[src/rtl/alu_issue_ctrl.sv]
// Issue/control stage in front of a combinational RV32 ALU. Optional M-extension ops are enabled by RV_MEXT_EN.
// Latency: accept->out_valid is 2 clks for simple ops, MUL_LAT+1 / DIV_LAT+1 for M ops, 1 clk for illegal.
// Backpressure: in_ready only in IDLE; the result is held in DONE until out_ready, then one idle cycle follows.
module alu_issue_ctrl #(
    parameter int MUL_LAT = 2,
    parameter int DIV_LAT = 8
) (
    input  logic        clk,
    input  logic        reset_n,
    input  logic        in_valid,
    output logic        in_ready,
    input  logic [6:0]  opcode,
    input  logic [2:0]  funct3,
    input  logic [6:0]  funct7,
    input  logic [31:0] op_a,
    input  logic [31:0] op_b,
    output logic [31:0] alu_x,
    output logic [31:0] alu_y,
    output logic [3:0]  alu_s,
    input  logic [31:0] alu_result,
    input  logic        alu_equal,
    output logic        out_valid,
    input  logic        out_ready,
    output logic [31:0] out_result,
    output logic        out_taken,
    output logic        out_illegal
);

    localparam int MAX_LAT = (MUL_LAT > DIV_LAT) ? ((MUL_LAT > 1) ? MUL_LAT : 1)
                                                 : ((DIV_LAT > 1) ? DIV_LAT : 1);
    localparam int CNT_W   = $clog2(MAX_LAT + 1);

    localparam logic [6:0] OPC_OP  = 7'b0110011;
    localparam logic [6:0] OPC_IMM = 7'b0010011;
    localparam logic [6:0] OPC_BR  = 7'b1100011;

    localparam logic [3:0] S_SLL  = 4'b0000;
    localparam logic [3:0] S_SRL  = 4'b0001;
    localparam logic [3:0] S_ADD  = 4'b0010;
    localparam logic [3:0] S_AND  = 4'b0011;
    localparam logic [3:0] S_OR   = 4'b0100;
    localparam logic [3:0] S_XOR  = 4'b0101;
    localparam logic [3:0] S_SLTU = 4'b0110;
    localparam logic [3:0] S_MUL  = 4'b0111;
    localparam logic [3:0] S_MULH = 4'b1000;
    localparam logic [3:0] S_DIVU = 4'b1001;
    localparam logic [3:0] S_REMU = 4'b1010;
    localparam logic [3:0] S_SUB  = 4'b1011;

    typedef enum logic [1:0] {IDLE, EXEC, DONE} state_t;
    typedef enum logic [2:0] {K_ALU, K_BEQ, K_BNE, K_BLTU, K_BGEU, K_DIVU, K_REMU} kind_t;

    state_t             state, state_nxt;
    kind_t              kind, dec_kind;
    logic [3:0]         dec_s;
    logic               dec_ill;
    logic [CNT_W-1:0]   dec_lat, cnt;
    logic [31:0]        cap_result;
    logic               cap_taken;

    always_comb begin
        dec_s    = S_ADD;
        dec_kind = K_ALU;
        dec_ill  = 1'b0;
        dec_lat  = CNT_W'(1);
        case (opcode)
            OPC_OP: begin
                case (funct7)
                    7'b0000000: begin
                        case (funct3)
                            3'b000:  dec_s = S_ADD;
                            3'b001:  dec_s = S_SLL;
                            3'b011:  dec_s = S_SLTU;
                            3'b100:  dec_s = S_XOR;
                            3'b101:  dec_s = S_SRL;
                            3'b110:  dec_s = S_OR;
                            3'b111:  dec_s = S_AND;
                            default: dec_ill = 1'b1;
                        endcase
                    end
                    // Only SUB lives here; SRA has no ALU code and is rejected.
                    7'b0100000: begin
                        if (funct3 == 3'b000) dec_s = S_SUB;
                        else                  dec_ill = 1'b1;
                    end
`ifdef RV_MEXT_EN
                    7'b0000001: begin
                        case (funct3)
                            3'b000: begin dec_s = S_MUL;  dec_lat = CNT_W'(MUL_LAT); end
                            3'b001: begin dec_s = S_MULH; dec_lat = CNT_W'(MUL_LAT); end
                            3'b101: begin dec_s = S_DIVU; dec_lat = CNT_W'(DIV_LAT); dec_kind = K_DIVU; end
                            3'b111: begin dec_s = S_REMU; dec_lat = CNT_W'(DIV_LAT); dec_kind = K_REMU; end
                            default: dec_ill = 1'b1;
                        endcase
                    end
`endif
                    default: dec_ill = 1'b1;
                endcase
            end
            OPC_IMM: begin
                case (funct3)
                    3'b000: dec_s = S_ADD;
                    3'b001: begin
                        if (funct7 == 7'b0000000) dec_s = S_SLL;
                        else                      dec_ill = 1'b1;
                    end
                    3'b011: dec_s = S_SLTU;
                    3'b100: dec_s = S_XOR;
                    3'b101: begin
                        if (funct7 == 7'b0000000) dec_s = S_SRL;
                        else                      dec_ill = 1'b1;
                    end
                    3'b110: dec_s = S_OR;
                    3'b111: dec_s = S_AND;
                    default: dec_ill = 1'b1;
                endcase
            end
            OPC_BR: begin
                case (funct3)
                    3'b000: begin dec_s = S_SUB;  dec_kind = K_BEQ;  end
                    3'b001: begin dec_s = S_SUB;  dec_kind = K_BNE;  end
                    3'b110: begin dec_s = S_SLTU; dec_kind = K_BLTU; end
                    3'b111: begin dec_s = S_SLTU; dec_kind = K_BGEU; end
                    default: dec_ill = 1'b1;
                endcase
            end
            default: dec_ill = 1'b1;
        endcase
    end

    // Divide-by-zero results are fixed here rather than trusted from the ALU.
    always_comb begin
        cap_result = alu_result;
        cap_taken  = 1'b0;
        case (kind)
            K_DIVU: if (alu_y == 32'd0) cap_result = 32'hFFFF_FFFF;
            K_REMU: if (alu_y == 32'd0) cap_result = alu_x;
            K_BEQ:  begin cap_result = 32'd0; cap_taken = alu_equal;      end
            K_BNE:  begin cap_result = 32'd0; cap_taken = !alu_equal;     end
            K_BLTU: begin cap_result = 32'd0; cap_taken = alu_result[0];  end
            K_BGEU: begin cap_result = 32'd0; cap_taken = !alu_result[0]; end
            default: ;
        endcase
    end

    always_ff @(posedge clk or negedge reset_n) begin
        if (!reset_n) state <= IDLE;
        else          state <= state_nxt;
    end

    always_comb begin
        state_nxt = state;
        in_ready  = 1'b0;
        out_valid = 1'b0;
        case (state)
            IDLE: begin
                in_ready = 1'b1;
                if (in_valid) state_nxt = dec_ill ? DONE : EXEC;
            end
            EXEC: if (cnt == CNT_W'(1)) state_nxt = DONE;
            DONE: begin
                out_valid = 1'b1;
                if (out_ready) state_nxt = IDLE;
            end
            default: state_nxt = IDLE;
        endcase
    end

    always_ff @(posedge clk or negedge reset_n) begin
        if (!reset_n) begin
            alu_x       <= 32'd0;
            alu_y       <= 32'd0;
            alu_s       <= S_ADD;
            kind        <= K_ALU;
            cnt         <= '0;
            out_result  <= 32'd0;
            out_taken   <= 1'b0;
            out_illegal <= 1'b0;
        end else begin
            case (state)
                IDLE: begin
                    if (in_valid) begin
                        alu_x       <= op_a;
                        alu_y       <= op_b;
                        alu_s       <= dec_s;
                        kind        <= dec_kind;
                        cnt         <= dec_lat;
                        out_result  <= 32'd0;
                        out_taken   <= 1'b0;
                        out_illegal <= dec_ill;
                    end
                end
                EXEC: begin
                    if (cnt == CNT_W'(1)) begin
                        out_result <= cap_result;
                        out_taken  <= cap_taken;
                    end else begin
                        cnt <= cnt - CNT_W'(1);
                    end
                end
                default: ;
            endcase
        end
    end

endmodule

[config.mk]
export PLATFORM = sky130hd
export DESIGN_NAME = alu_issue_ctrl
export DESIGN_NICKNAME = d
export VERILOG_FILES = /design/src/rtl/alu_issue_ctrl.sv
export SDC_FILE = /design/constraint.sdc
export NUM_CORES = 1
export LEC_CHECK = 0
export CORE_MARGIN = 3
export CORE_UTILIZATION = 39
export CTS_CLUSTER_DIAMETER = 120
export DETAILED_ROUTE_END_ITERATION = 6
export PLACE_DENSITY = 0.88
export SYNTH_ARGS = -nofsm -noshare
export SYNTH_HDL_FRONTEND = slang
export SYNTH_SLANG_ARGS = --single-unit
[constraint.sdc]
create_clock -name clk -period 2.2 [get_ports clk]
set_clock_uncertainty 0.05 [all_clocks]
set_input_delay 0.33 -clock clk [delete_from_list [all_inputs] [get_ports clk]]
set_output_delay 0.33 -clock clk [all_outputs]
set_load 0.02 [all_outputs]
# Word-level counts from Yosys, hierarchy flattened
# Index checks and enable logic that the tools add are counted.
# W data, S select, Z words.
[word_totals] regBits=111 input_bits=118 output_inout_bits=104 wordCells=88
[op_classes] n_addsub=1 eq_ne=23 muxes=37 n_reduce_logical=18
[ops] operator="$mux W32" count=4
[ops] operator="$pmux W32 S3" count=1
[ops] operator="$pmux W32 S2" count=1
[ops] operator="$pmux W3 S6" count=2
[ops] operator="$logic_not A32 Y1" count=1
[ops] operator="$pmux W4 S2" count=3
[ops] operator="$eq A3 B3 Y1 const B" count=7
[ops] operator="$eq A7 B6 Y1 const B" count=2
[ops] operator="$mux W2" count=6
[ops] operator="$mux W4" count=3
[ops] operator="$pmux W3 S4" count=1
[ops] operator="$pmux W4 S3" count=1
[ops] operator="$eq A3 B2 Y1 const B" count=3
[ops] operator="$reduce_and A3 Y1" count=3
[ops] operator="$mux W1" count=8
[ops] operator="$ne A2 B2 Y1 const B" count=4
[ops] operator="$reduce_or A4 Y1" count=2
[ops] operator="$eq A7 B5 Y1 const B" count=1
[ops] operator="$eq A7 B7 Y1 const B" count=1
[ops] operator="$logic_not A7 Y1" count=1
[ops] operator="$reduce_or A7 Y1" count=1
[ops] operator="$eq A3 B1 Y1 const B" count=2
[ops] operator="$pmux W1 S2" count=3
[ops] operator="$pmux W2 S3" count=1
[ops] operator="other kinds (14)" count=17

# Longest topological paths before layout
[depth] ltp_word=8 ltp_mapped=9 ltp_nobuf=7

# Least setup slack after synthesis
# Ideal clock, no wire load.
[synth_path] path_kind="reg2reg" startpoint="register cnt[1]" endpoint="register out_result[0]" setup_time_ns=0.119 arrival_time_ns=1.889 required_time_ns=2.031 slack_ns=0.143 path_stages_with_launch=8 path_buffers=1 synth_period_minus_slack_ns=2.057 path_cell_list="dfrtp_1 -> inv_1 -> ha_1 -> or3b_4 -> nor4_2 -> nand4_1 -> clkbuf_1 -> o21a_1"
[synth_via] elab_chain_len=3
[synth_rtl] element="start: declaration" line_no="57" text="logic [CNT_W-1:0] dec_lat, cnt;"
[synth_rtl] element="start signal: assignment" line_no="187" text="cnt <= dec_lat;"
[synth_rtl] element="start signal: assignment" line_no="198" text="cnt <= cnt - CNT_W'(1);"
[synth_rtl] element="$eq A4 B1 Y1" line_no="194" text="if (cnt == CNT_W'(1)) begin"
[synth_rtl] element="$ne A2 B2 Y1 (no line)"
[synth_rtl] element="$reduce_and A3 Y1 (no line)"
[synth_rtl] element="end signal: assignment" line_no="195" text="out_result <= cap_result;"
[synth_rtl] element="end: declaration" line_no="24" text="output logic [31:0] out_result,"
# No other way between the ends.
# A chain may end at the register's enable or synchronous reset.

# Final worst setup path
[layout_path] startpoint="register alu_y[15]" endpoint="register out_result[12]"
[layout_via] elab_chain_len=5 word_cells_on_any_way=6 classes_between="mux: 5; reduce/logical: 1"
[layout_rtl] element="start: declaration" line_no="18" text="output logic [31:0] alu_y,"
[layout_rtl] element="start signal: assignment" line_no="184" text="alu_y <= op_b;"
[layout_rtl] element="$logic_not A32 Y1 *" line_no="136, 137"
[layout_rtl] element="$mux W32 (on tied branches)" line_no="137, 136"
[layout_rtl] element="$pmux W32 S3 *" line_no="135" text="case (kind)"
[layout_rtl] element="$mux W32 *" line_no="194"
[layout_rtl] element="$pmux W32 S2 *" line_no="180" text="case (state)"
# Every way passes the cells marked *; elsewhere a longest branch is shown, timed or not. The select of a mux whose other input is x is not followed.

==> out/metrics.cfg <==
[status]
outcome = finished with violations
violations = negative setup slack

[detailed_routing]
wl_per_cell_um = 18.4
drt_iter0_markers = 341
wirelength_um = 18700
avgViaCountPerCell = 5.40
drt_first_pass_iters = 5
vias = 5488
ant_nets = 0
drc_errors = 0

[yosys]
yosysTopAreaCell = dfrtp_1
syn_area_um2 = 5220
ys_seq_area_share_pct = 53.2
avgSynthCellArea_um2 = 8.56
synth_cell_types = 51
ys_async_sr_fraction_pct = 100
synthesis.nets = 733
post_synth_inst_count = 610
synth-edff-count = 0
synth-seq-cells = 111
yosys_warnings = 0
synth_area_leaders = dfrtp_1 (53%), nand2_1 (17%), o21a_1 (4.6%)
synth_top_area_share_pct = 52.7
yosys_most_used_dff = dfrtp_1

[clocking]
numCtsBuffers = 9
cts_tree = yes
htreeDepth = 3
cts_buffer_depth = 2
clock_latency_ns = 0.36
cts_sinks = 111
path_clk_slew_ns = 0.08
clock-root-buffer = clkbuf_16

[global_route]
grt_pass1_wl_um = 26400
grt_pass1_vias = 5225
grtUsageTotal_pct = 22.5
grt_max_degree = 56
gr-total-overflow = 0
antenna_found_initial = 0

[floorplan]
die_area_um2 = 14800
chipHeight_um = 122
pin_count = 222
die_w_um = 122
core_um2 = 12900
rows = 41
initial_core_util_pct = 40.5

[final_layout]
ff_latch_area_um2 = 2780
fillers = 970
layout_commonest_cell = nand2_1
num_antenna_cells = 0
fin_cells = 1017
finalNetCount = 963
final_cell_mix = nand2_1 (237), clkdlybuf4s50_1 (218), dfrtp_1 (110)
synthToLayoutAreaGrowth_pct = 66.3
finish.utilization_pct = 67.4
fin_area_um2 = 8680
drive_gt1_share_pct = 11.7
multi_input_area_um2 = 2630

[timing]
setup_viol = 1
worst_pin_slew_ns = 0.540
fin_crit_sh_pct = 100
max_freq_ghz = 0.454
timing.slew.headroom_pct = 64.0
setup_slack_ns = -0.00478
period_minus_slack_ns = 2.20
hold_viol = 0
rsz0062_at_grt = true
finalMaxSlewViolations = 0

[placed_design]
placed_area_um2 = 7820
place_hpwl_um = 11900
place_ws_ns = -0.119
placed_cells = 991
place.port_buffers = 221
place_congestion = 0.871

[critical_path]
end_kind = flop
path_delay_family = simple AND/OR/NAND/NOR gates
slowest_delay_ns = 0.58
path_buf_inv = 2
crit_type = reg2reg
arrival_ns = 2.45
cp_slowest_cell = or4_4
worstPathRequired_ns = 2.45
critPathMaxFanout = 8
r2r-start = alu_y[15]
crit_path_start_kind = flop
crit_chain = or4_4 > nor4_4 > nand4_1 > buf_6 > clkbuf_16 > a31oi_4 > o21a_1
crit_start = alu_y[15]

[power_and_ir_drop]
power.density_nw_per_um2 = 716
p_leak_nw = 3.80
ir_worst_vdd_mv = 0.579

[min_path]
hp-class = reg2reg
hold_path_startpoint = alu_s[3]

[job]
maxCapViolations = 0

-- metrics by stage --
step | setup TNS [ns] | total power [mW] | hold WS [ns]
finish | -0.00478 | 6.22 | 0.432
global route | -1.34 | 6.49 | 0.434
CTS | 0 | 6.22 | 0.430
detailed placement | -0.309 | 4.48 | 0.298
global placement | 0 | 4.44 | 0.295
floorplan | 0 | 3.37 | -0.0156
-- layout make-up --
class	instances	area share, %
flip-flops and latches	111	32.0
inverters	7	0.303
well taps	172	2.48
repair buffers	260	31.3
multi-input cells	451	30.3
clock inverters	7	0.994
clock buffers	9	2.59
-- final timing paths --
| check | to | slack [ns] | cells after the start |
|---|---|---|---|
| setup / recovery | out_result[12] | -0.005 | 7 |
| hold / removal | alu_s[3] | 0.43 | 1 |
| setup reg to reg | out_result[12] | -0.005 | 7 |
| hold reg to reg | alu_s[3] | 0.43 | 1 |
| max in group asynchronous | alu_y[27] | 0.90 | 3 |
| min in group asynchronous | alu_x[7] | 0.44 | 2 |
-- Yosys cell counts (4+ instances only) --
cell type,instances
a31oi_1,35
nand2_1,238
buf_1,5
a21oi_1,8
or3_1,4
ha_1,5
o21ai_0,8
nor3_1,6
dfrtp_1,110
nor2_1,17
nor4_1,7
and3_1,4
buf_2,4
inv_1,7
o31ai_1,4
clkbuf_1,32
nor2b_1,4
o21a_1,32
nand2b_1,4
nand4_1,4
nand3_1,37
-- layer usage --
layer | wire length [µm] | track usage (%) | vias up
met4 | 448 | 6.51 | 0
met2 | 9330 | 38.4 | 279
met1 | 7380 | 28.2 | 2636
met3 | 1580 | 5.99 | 37
li1 | - | - | 2536
met5 | 0 | 0 | -
-- worst register-to-register path: stages (launching register included) --
cell       delay, ns
dfrtp_1         0.41
or4_4           0.58
nor4_4          0.31
nand4_1         0.15
buf_6           0.17
clkbuf_16       0.18
a31oi_4         0.14
o21a_1          0.15
-- cells by family after synthesis --
logic type,after synthesis,synth area share [%]
adders and majority gates,5,1.20
DFF,111,53.2
buffers and inverters,48,3.55
xor gates and xnor gates,2,0.336
and+or+nand+nor,341,28.3
AOI/OAI and AO/OA,102,13.2
muxes,1,0.192
-- power breakdown --
part,switching [mW],total (mW),leakage (nW),internal [mW]
Sequential,0.275,2.61,1.43,2.34
Clock,0.823,1.73,0.150,0.911
Combinational,0.967,1.88,2.22,0.908
Total,2.06,6.22,3.80,4.16
-- state kept, by name (all words and copies together), names as in the netlist --
signal and count:
alu_x 32, alu_y 32, out_result 32, alu_s 4
cnt 4, kind 3, state 2, out_illegal 1
out_taken 1
-- what timing repair did --
item | 4_1_cts | 5_1_grt
gates resized for setup | 1 | 51
gates cloned | 0 | 7
endpoints found under the setup margin | 1 | 34
pin swaps | 0 | 7
setup buffers | 0 | 2
hold buffers | 1 | 0
hold endpoints to repair | 36 | 0
Note: power is estimated with default switching activity, not from simulation.
